--- config.mk ---
export PLATFORM = sky130hd
export DESIGN_NAME = mem_port_arbiter
export DESIGN_NICKNAME = d
export VERILOG_FILES = /design/src/rtl/mem_port_arbiter.sv
export SDC_FILE = /design/constraint.sdc
export NUM_CORES = 1
export LEC_CHECK = 0
export CORE_AREA = 2 2 106 108
export CTS_CLUSTER_DIAMETER = 120
export DETAILED_ROUTE_END_ITERATION = 6
export DIE_AREA = 0 0 108 110
export GPL_TIMING_DRIVEN = 0
export PLACE_DENSITY = 0.7
export SLEW_MARGIN = 20
export SYNTH_ARGS = -nofsm -noshare
export SYNTH_HDL_FRONTEND = slang
export SYNTH_SLANG_ARGS = --single-unit
--- constraint.sdc ---
create_clock -name clk -period 2.53 [get_ports clk]
set_clock_uncertainty 0.2 [all_clocks]
set_input_delay 0.253 -clock clk [delete_from_list [all_inputs] [get_ports clk]]
set_output_delay 0.253 -clock clk [all_outputs]
set_load 0.005 [all_outputs]
--- src/rtl/mem_port_arbiter.sv ---
// mem_port_arbiter: round-robin owner selection for the single memory port shared by
// instruction fetch (requester 0) and data load/store (requester 1). A three-state FSM
// (IDLE -> BUSY -> DONE) drives the address/write-data mux select and a watchdog that
// aborts transfers the memory never completes.
module mem_port_arbiter #(
  parameter int TIMEOUT = 16,  // BUSY cycles without mem_ready before abort; 0 disables
  parameter int CNT_W   = 5    // watchdog counter width, 2**CNT_W > TIMEOUT
) (
  input  logic              clk,
  input  logic              reset,
  input  logic [1:0]        req,
  input  logic [31:0]       addr0,
  input  logic [31:0]       addr1,
  input  logic [31:0]       wdata0,
  input  logic [31:0]       wdata1,
  input  logic [1:0]        we,
  output logic [1:0]        ack,
  output logic [1:0]        err,
  output logic [31:0]       rdata,
  output logic              busy,
  output logic              sel,
  output logic              mem_req,
  output logic [31:0]       mem_addr,
  output logic [31:0]       mem_wdata,
  output logic              mem_we,
  input  logic              mem_ready,
  input  logic [31:0]       mem_rdata
);

  typedef enum logic [1:0] {
    IDLE = 2'd0,
    BUSY = 2'd1,
    DONE = 2'd2
  } state_t;

  // Counter value seen on the last BUSY cycle before the watchdog fires.
  localparam logic [CNT_W-1:0] TMO_LAST = CNT_W'(TIMEOUT - 1);

  state_t           state, state_d;
  logic             last, last_d;     // owner of the most recently finished transfer
  logic [CNT_W-1:0] cnt, cnt_d;       // BUSY cycles spent waiting on mem_ready
  logic             sel_d;
  logic             mem_req_d;
  logic [1:0]       ack_d, err_d;
  logic [31:0]      rdata_d;
  logic             busy_d;
  logic             winner;
  logic             timeout_hit;

  // The memory sees the owner's address and data straight through the muxes.
  assign mem_addr    = sel ? addr1 : addr0;
  assign mem_wdata   = sel ? wdata1 : wdata0;
  assign mem_we      = mem_req & we[sel];
  assign timeout_hit = (TIMEOUT != 0) && (cnt == TMO_LAST);

  // Next-state and next-output logic: arbitration in IDLE, completion/abort in BUSY.
  always_comb begin
    // NOTE: every variable written here gets a default first, so no latch can be inferred.
    state_d   = state;
    sel_d     = sel;
    last_d    = last;
    cnt_d     = cnt;
    mem_req_d = mem_req;
    ack_d     = 2'b00;
    err_d     = 2'b00;
    rdata_d   = rdata;
    winner    = 1'b0;

    case (state)
      IDLE: begin
        if (req != 2'b00) begin
          // Contention goes to whoever did not finish last; a lone request just wins.
          if (req == 2'b11) winner = ~last;
          else              winner = req[1];
          sel_d     = winner;
          mem_req_d = 1'b1;
          cnt_d     = '0;
          state_d   = BUSY;
        end
      end

      BUSY: begin
        if (mem_ready) begin
          // Completion takes priority over a watchdog expiring on the same edge.
          mem_req_d  = 1'b0;
          ack_d[sel] = 1'b1;
          rdata_d    = mem_we ? 32'h0 : mem_rdata;
          last_d     = sel;
          state_d    = DONE;
        end else if (timeout_hit) begin
          mem_req_d  = 1'b0;
          ack_d[sel] = 1'b1;
          err_d[sel] = 1'b1;
          rdata_d    = 32'h0;
          last_d     = sel;
          state_d    = DONE;
        end else begin
          cnt_d = cnt + 1'b1;
        end
      end

      DONE: begin
        state_d = IDLE;
      end

      default: begin
        state_d = IDLE;
      end
    endcase

    busy_d = (state_d != IDLE);
  end

  // State register and registered outputs; reset aborts any transfer immediately.
  always_ff @(posedge clk or posedge reset) begin
    if (reset) begin
      state   <= IDLE;
      sel     <= 1'b0;
      last    <= 1'b1;
      cnt     <= '0;
      mem_req <= 1'b0;
      ack     <= 2'b00;
      err     <= 2'b00;
      rdata   <= 32'h0;
      busy    <= 1'b0;
    end else begin
      // NOTE: non-blocking assignments so every register updates from pre-edge values.
      state   <= state_d;
      sel     <= sel_d;
      last    <= last_d;
      cnt     <= cnt_d;
      mem_req <= mem_req_d;
      ack     <= ack_d;
      err     <= err_d;
      rdata   <= rdata_d;
      busy    <= busy_d;
    end
  end

endmodule

* Word level (Yosys, flattened, before mapping)
Cells that the tools add are included.
W data, S select, Z words.
** Word-level totals
- Flip-flop bits (word level) :: 47
- Output and inout port bits :: 104
- Word-level logic and storage cells :: 60
- Bits of input ports :: 167
** Cells by class
- Muxes and demuxes :: 29
- Reduce and logical (&&, ||, !) cells :: 10
- Magnitude comparators :: 2
- $add $sub $neg :: 1
- Equality and inequality tests :: 7
- Bitwise operators :: 2
** Operators by type and width (number)
- $mux W32 :: 5
- $mux W2 :: 8
- $mux W5 :: 3
- $pmux W5 S2 :: 1
- $mux W1 :: 9
- $reduce_bool A2 Y1 :: 4
- $ne A2 B2 Y1 const B :: 3
- $add A5 B1 Y5 const B :: 1
- $eq A5 B4 Y1 const B :: 1
- $pmux W2 S2 :: 1
- $reduce_and A2 Y1 :: 2
- $reduce_and A4 Y1 :: 1
- $ne A3 B3 Y1 const B :: 1
- $reduce_and A3 Y1 :: 1
- $eq A2 B1 Y1 const B :: 1
- $eq A2 B2 Y1 const B :: 1
- $logic_not A2 Y1 :: 1
- $lt A1 B2 Y1 const B :: 1
- $pmux W1 S2 :: 1
- $and A1 B1 Y1 :: 1
- $demux W1 S1 :: 1
- $ge A1 B1 Y1 const B :: 1
- $logic_and A1 B1 Y1 :: 1
- $not A1 Y1 :: 1

* Longest topological paths before layout
Gate-level depths: netlist of the first run.
- Depth after elaboration :: 7
- Mapped depth :: 8

* Worst setup path after synthesis of the first run
No wires, ideal clock.
- Path type :: register to register
- From :: register cnt[0]
- To :: register cnt[3]
- Arrival time :: 1.858 ns
- Setup slack :: 0.403 ns
- Setup time :: 0.069 ns
- Stages on the path, launching flop included :: 8
- Clock period less this slack :: 2.127 ns
- Path through :: dfrtp_1 -> ha_1 -> and3_1 -> ha_1 -> or2_1 -> buf_2 -> or4_1 -> nand3_1
** On the way
- Cells in the longest elaborated chain, start to end :: 4
** Ends and longest elaborated chain
- from (decl) :: RTL line 41 : logic [CNT_W-1:0] cnt, cnt_d;
- from (signal assigned) :: RTL line 131 : cnt <= cnt_d;
- $add A5 B1 Y5 :: RTL line 98 : cnt_d = cnt + 1'b1;
- $mux W5 :: RTL line 90 : end else if (timeout_hit) begin
- $mux W5 :: RTL line 83 : if (mem_ready) begin
- $pmux W5 S2 :: RTL line 69 : case (state)
Parallel ways exist; a longest one is shown, timed or not. The select of a mux whose other input is x is not followed.
A chain may end at the register's enable or synchronous reset.

* Worst setup path after layout of the first run
- From :: register sel
- To :: output port mem_wdata[27]
** On the way
- Cells in the longest elaborated chain, start to end :: 1
** Ends and longest elaborated chain
- from (decl) :: RTL line 21 : output logic sel,
- from (signal assigned) :: RTL line 129 : sel <= sel_d;
- $mux W32 :: RTL line 52 : assign mem_wdata = sel ? wdata1 : wdata0;
- to (decl) :: RTL line 24 : output logic [31:0] mem_wdata,
No other way between the ends.

==> results.ini, run 1 <==
[status]
status = finished, final reports clean

[setup_path]
r2r-end = rdata[29]
crit_required_ns = 2.08
r2r_slack_ns = 0.18
end_kind = primary output
arrival_ns = 2.00
startpoint_type = flop
critical_path_class = flop to primary output
crit_start = sel
ff2ff_path_depth = 8
cp_max_fo = 10
timing.rr.start = cnt[0]

[clocking]
clockBufferDepth = 2
cts_root_buf = clkbuf_8
insertion_delay_ns = 0.30
cts_tree = done
cts.clk_slew.worst_paths_ns = 0.09
h-tree-depth = 2
postCtsSetupBuffers = 0
cts_buffers = 5
cts_sinks = 47

[synthesis]
ys.flop_type = dfrtp_1
synth_mux_area_share_pct = 28.8
synth.avg_cell_area_um2 = 12.3
synthArstFlopShare_pct = 100
synth_compound_area_share_pct = 15.3
ys_warn_count = 0
syn_nets = 378
synth-edff-count = 0
synthTopCellsByArea = dfrtp_1 (45%), mux2_2 (28%), a22o_1 (12%), buf_2 (2.9%), o21ai_0 (1.4%)
synth.top_cell.area_share_pct = 44.7
synth_top_family_by_area = multiplexers
synth.cell_area_mm2 = 0.00257
synth-seq-cells = 47
yosys.area_share.simple_pct = 4.91
synthAdderAreaFrac_pct = 0.972
syn_inst = 209
synth_cell_type_count = 31
seq_area_frac_synth_pct = 45.7
synth-xor-area-share_pct = 0
synth_area_leader_cell = dfrtp_1

[placement]
place_area_mm2 = 0.00547
portBuffers = 270
dp_cells = 620
gp_congestion = 0.791
hpwl_um = 9140

[power]
power_density_mw_per_mm2 = 838
p_leak_uw = 0.00229
comb_power_share_pct = 62.4
cell_internal_pwr_uw = 3230
vdd_ir_drop_max_mv = 0.545
p_sw_uw = 1450
power.share.clock_pct = 10.2
seqPwrFrac_pct = 27.3
swShare_pct = 31.0

[sta]
finalSetupViolCount = 0
max_freq_mhz = 408
slew_violations = 0
slew_headroom_pct = 68.2
rsz0062_at_grt = false
hold_viol_final = 0
whs_ns = 0.0999
period_share_pct = 96.9
worst_pin_slew_ns = 0.477
period_minus_slack_ns = 2.45
tns_ns = 0

[floorplanning]
die_w_um = 108
pin_count = 271
die-area_mm2 = 0.0119
core_mm2 = 0.0107
die_h_um = 110
rows = 38
start_util_pct = 24.1

[global_routing]
antenna_found_initial = 0
grt_max_degree = 28
grt_overflow = 0
grt_first_pass_wirelength_um = 15900
first_global_vias = 2978
grt_usage_pct = 17.4

[route]
routed_wl_um = 11100
viasPerCell = 4.55
drtIter0Drc = 119
drc_errors = 0
antenna_left = 0
wl_per_cell_um = 17.6
vias = 2856
first_pass_iters = 4

[layout]
final_common_cell = clkdlybuf4s50_1
ff_latch_area_mm2 = 0.00118
fin_cells = 628
syn2layout_area_growth_pct = 117
final_cell_mix = clkdlybuf4s50_1 (270), mux2_2 (65), dfrtp_1 (46)
drive_above_1_share_pct = 19.3
finalNetCount = 656
fill_cells = 971
multi_input_area_mm2 = 0.00129
final_cell_area_mm2 = 0.00558
finish.utilization_pct = 52.2
diodes = 0

[job]
maxCapViolCount = 0

[min_path]
hold_class = input pin to asynchronous set/reset pin

[power by group through the flow]
stage               Combinational [µW]  Sequential, µW  Clock (µW)
global route                      3120            1320         528
CTS                               2970            1280         496
global placement                  2880            1270           0
finish                            2920            1280         479
detailed placement                2930            1270           0
floorplan                         1160            1280           0
[cells in the mapped netlist (2+ instances only)]
| master | count |
|---|---|
| nor4b_1 | 2 |
| nand2b_1 | 3 |
| o21ai_0 | 7 |
| ha_1 | 2 |
| inv_1 | 6 |
| buf_2 | 15 |
| dfrtp_1 | 46 |
| nor2_1 | 6 |
| a22o_1 | 35 |
| nand3_1 | 2 |
| mux2_2 | 65 |
[metal layers]
layer  up-vias  share of wire [%]  wire, µm  track usage [%]
li1       1334                  -         -                -
met1      1347                 38      4240             20.0
met2       155                 49      5470             31.0
met3        20                9.9      1090             5.47
met4         0                2.3       256             5.59
met5         -                  0         0                0
[repair_timing]
| action | in CTS | in global routing |
|---|---|---|
| hold buffers | 0 | 0 |
| endpoints found under the setup margin | 16 | 7 |
| cloned | 0 | 0 |
| resized for setup | 4 | 1 |
[layout make-up]
| cell class | instances | share of cell area (%) |
|---|---|---|
| Timing Repair Buffer | 271 | 48.8 |
| Inverter | 6 | 0.404 |
| Sequential cell | 47 | 21.1 |
| Clock inverter | 3 | 0.404 |
| Tap cell | 140 | 3.14 |
| Buffer | 17 | 1.84 |
| Multi-Input combinational cell | 139 | 23.1 |
| Clock buffer | 5 | 1.23 |
[sequential cells by signal (all words and copies together) (netlist names)]
register / flops
state: 2
busy: 1
cnt: 5
last: 1
rdata: 32
sel: 1
mem_req: 1
ack: 2
err: 2
[logic make-up after synthesis]
family,after synthesis
flip-flops,47
AO/OA/AOI/OAI,49
AND/OR/NAND/NOR,22
buffers and inverters,23
adder cells (fa/ha/maj),2
multiplexers,66
[stage by stage]
stage | setup slack, ns | total power (µW)
finish | 0.0778 | 4670
global route | 0.00112 | 4970
CTS | 0.0256 | 4740
detailed placement | 0.182 | 4200
global placement | 0.0598 | 4150
floorplan | 0.403 | 2430
[how the worst max path moves through the flow]
stage                    end  cells after the start  slack (ns)
6_report       mem_wdata[27]                      5        0.08
5_1_grt        mem_wdata[27]                      5       0.001
4_1_cts        mem_wdata[18]                      5        0.03
3_5_place_dp   mem_wdata[18]                      5        0.18
3_3_place_gp       rdata[16]                      2        0.06
2_1_floorplan         cnt[3]                      7        0.40
[critical path, stage by stage, from the launching register on]
cell and delay [ns]:
dfrtp_1 0.35, buf_2 0.17, buf_6 0.17, buf_6 0.17, mux2_2 0.37, clkdlybuf4s50_1 0.45
(Power assumes the default switching activity.)
==> inputs of run 2 (changes only) <==
REMOVE_ABC_BUFFERS = 1   (was default)
==> run 2 against run 1 <==
Fmax grew 3.9%; wire length is 3.3% lower; critical endpoint is now cnt[3]; die area unchanged; sequential cell count unchanged; critical path type is now flop to flop; global-route usage shrank 1.2 points; cell area grew 0.16%; total power is 2.6% higher.
==> results.ini, run 2 (synthesis gave the netlist of run 1 again) <==
[status]
status = finished, final reports clean

[setup_path]
startpoint_type = flop
critical_path_class = flop to flop
ff2ff_path_depth = 6  ; -2
cp_num_buf_inv = 0  ; -4
worst_path_dominant_cell_family = simple AND/OR/NAND/NOR gates
timing.rr.start = cnt[0]
cp_max_fo = 7  ; -3
r2r_slack_ns = 0.17  ; about the same
crit_required_ns = 2.56  ; +0.48 ns
cp_cell_sequence = ha_1 -> and3_1 -> ha_1 -> or2_1 -> or4_1 -> nand3_1
max_stage_delay_ns = 0.51  ; +0.06 ns
crit_slowest_cell = or4_1
cpMostUsedCell = ha_1
arrival_ns = 2.39  ; +0.39 ns
end_kind = flop
r2r-end = cnt[3]

[sta]
whs_ns = 0.0357  ; -0.0642 ns
period_minus_slack_ns = 2.36  ; -0.0920 ns
finalWorstSetupSlack_ns = 0.170  ; +0.0920 ns
slew_violations = 0  ; unchanged
max_freq_mhz = 424  ; +3.9%
tns_ns = 0  ; unchanged
rsz0062_at_grt = false
period_share_pct = 93.3  ; -3.6 points
finalSetupViolCount = 0  ; unchanged
worst_pin_slew_ns = 0.711  ; +0.234 ns
slew_headroom_pct = 52.6  ; -16 points
hold_viol_final = 0  ; unchanged

[layout]
top_regs = rdata (32), cnt (5)
drive_above_1_share_pct = 17.3  ; -2.0 points
final_common_cell = clkdlybuf4s50_1
regMostFlops = rdata
ff_latch_area_mm2 = 0.00118  ; +0.32%
multi_input_area_mm2 = 0.00131  ; +1.4%
final_cell_mix = clkdlybuf4s50_1 (261), mux2_2 (64), dfrtp_1 (45)
syn2layout_area_growth_pct = 117
largest_register_ffs = 32  ; unchanged
fin_cells = 614  ; -2.2%
diodes = 0  ; unchanged
finalNetCount = 642  ; -2.1%
fill_cells = 923  ; -4.9%

[route]
wl_per_cell_um = 17.4  ; -1.1%
first_pass_iters = 4  ; unchanged
routed_wl_um = 10700  ; -3.3%
drtIter0Drc = 71  ; -40%
drc_errors = 0  ; unchanged
antenna_left = 0  ; unchanged
viasPerCell = 4.62  ; +1.6%
vias = 2836  ; -0.70%

[min_path]
hold_class = input pin to asynchronous set/reset pin

[global_routing]
grt_overflow = 0  ; unchanged
grt-busiest-layer = met2
grt_usage_pct = 16.3  ; -1.2 points
grt_first_pass_wirelength_um = 15000  ; -6.0%
grt_max_degree = 59  ; +110%
first_global_vias = 2865  ; -3.8%
grtUsageMet2_pct = 31.3  ; +0.27 points
met1_usage_pct = 17.2  ; -2.8 points
use_met3_pct = 6.17  ; +0.71 points
antenna_found_initial = 0  ; unchanged

[placement]
gp_congestion = 0.792  ; +0.13%
dp_cells = 604  ; -2.6%
portBuffers = 270  ; unchanged
post-place-ws_ns = -0.125  ; -0.307 ns
hpwl_um = 8510  ; -6.9%

[floorplanning]
die_w_um = 108  ; unchanged
core_mm2 = 0.0107  ; unchanged
pin_count = 271  ; unchanged
die_h_um = 110  ; unchanged
start_util_pct = 24.1  ; unchanged
die-area_mm2 = 0.0119  ; unchanged
rows = 38  ; unchanged

[clocking]
cts.clk_slew.worst_paths_ns = 0.09  ; about the same
cts_hold_buffers = 0  ; unchanged
cts_root_buf = clkbuf_8
cts_buffers = 5  ; unchanged
h-tree-depth = 2  ; unchanged
cts_tree = done
insertion_delay_ns = 0.29  ; about the same
cts_sinks = 47  ; unchanged
clockBufferDepth = 2  ; unchanged

[power]
vdd_ir_drop_max_mv = 0.439  ; -19%
total_power_uw = 4790  ; +2.6%
p_leak_uw = 0.00228  ; -0.60%
power_density_mw_per_mm2 = 858  ; +2.4%

[job]
maxCapViolCount = 0  ; unchanged

## run 2: cell count changes in the layout (fill, tap and decap cells not counted), sizes merged
cell / delta
buf: -14
bufinv: +2
clkdlybuf4s50: -9
dlygate4sd2: +9
inv: -2
clkbuf: +1
clkinv: -1
## run 2: how the worst max path moves through the flow
stage,startpoint,end,slack [ns],cells past startpoint
floorplan,sel,rdata[0],-0.58,3
global placement,sel,rdata[17],-1.57,3
detailed placement,cnt[0],mem_req,-0.12,7
CTS,sel,mem_wdata[10],-0.01,3
global route,cnt[0],mem_req,0.06,7
finish,cnt[0],cnt[3],0.17,6
## run 2: area by class of cell
type | instances | area share (%)
inverter | 6 | 0.403
timing repair buffer | 274 | 49.6
tap | 140 | 3.13
clock inverter | 2 | 1.07
multi-input combinational | 139 | 23.4
sequential | 47 | 21.1
clock buffer | 6 | 1.30
## run 2: stage by stage
step / utilization [%] / cell area [µm²]
final: 52.2 / 5590
after detailed placement: 50.6 / 5420
after CTS: 51.8 / 5550
after floorplan: - / 2490
after global placement: 50.2 / 5370
after global routing: 52.2 / 5590
## run 2: power by group
| part | leakage, µW | switching (µW) | internal [µW] | total [µW] |
|---|---|---|---|---|
| logic | 0.00161 | 931 | 1920 | 2860 |
| registers | 0.000600 | 222 | 1080 | 1300 |
| clock network | 0.0000654 | 240 | 395 | 635 |
## run 2: metal layers
metal | up-vias | wire length (µm)
met3 | 4 | 1160
met4 | 0 | 36
li1 | 1310 | -
met5 | - | 0
met2 | 160 | 5710
met1 | 1362 | 3780
## run 2: repair_timing
item                                    4_1_cts  5_1_grt
gates resized for setup                      12        1
setup buffers                                 0        1
endpoints found under the setup margin       45       48
gates cloned                                  0        1
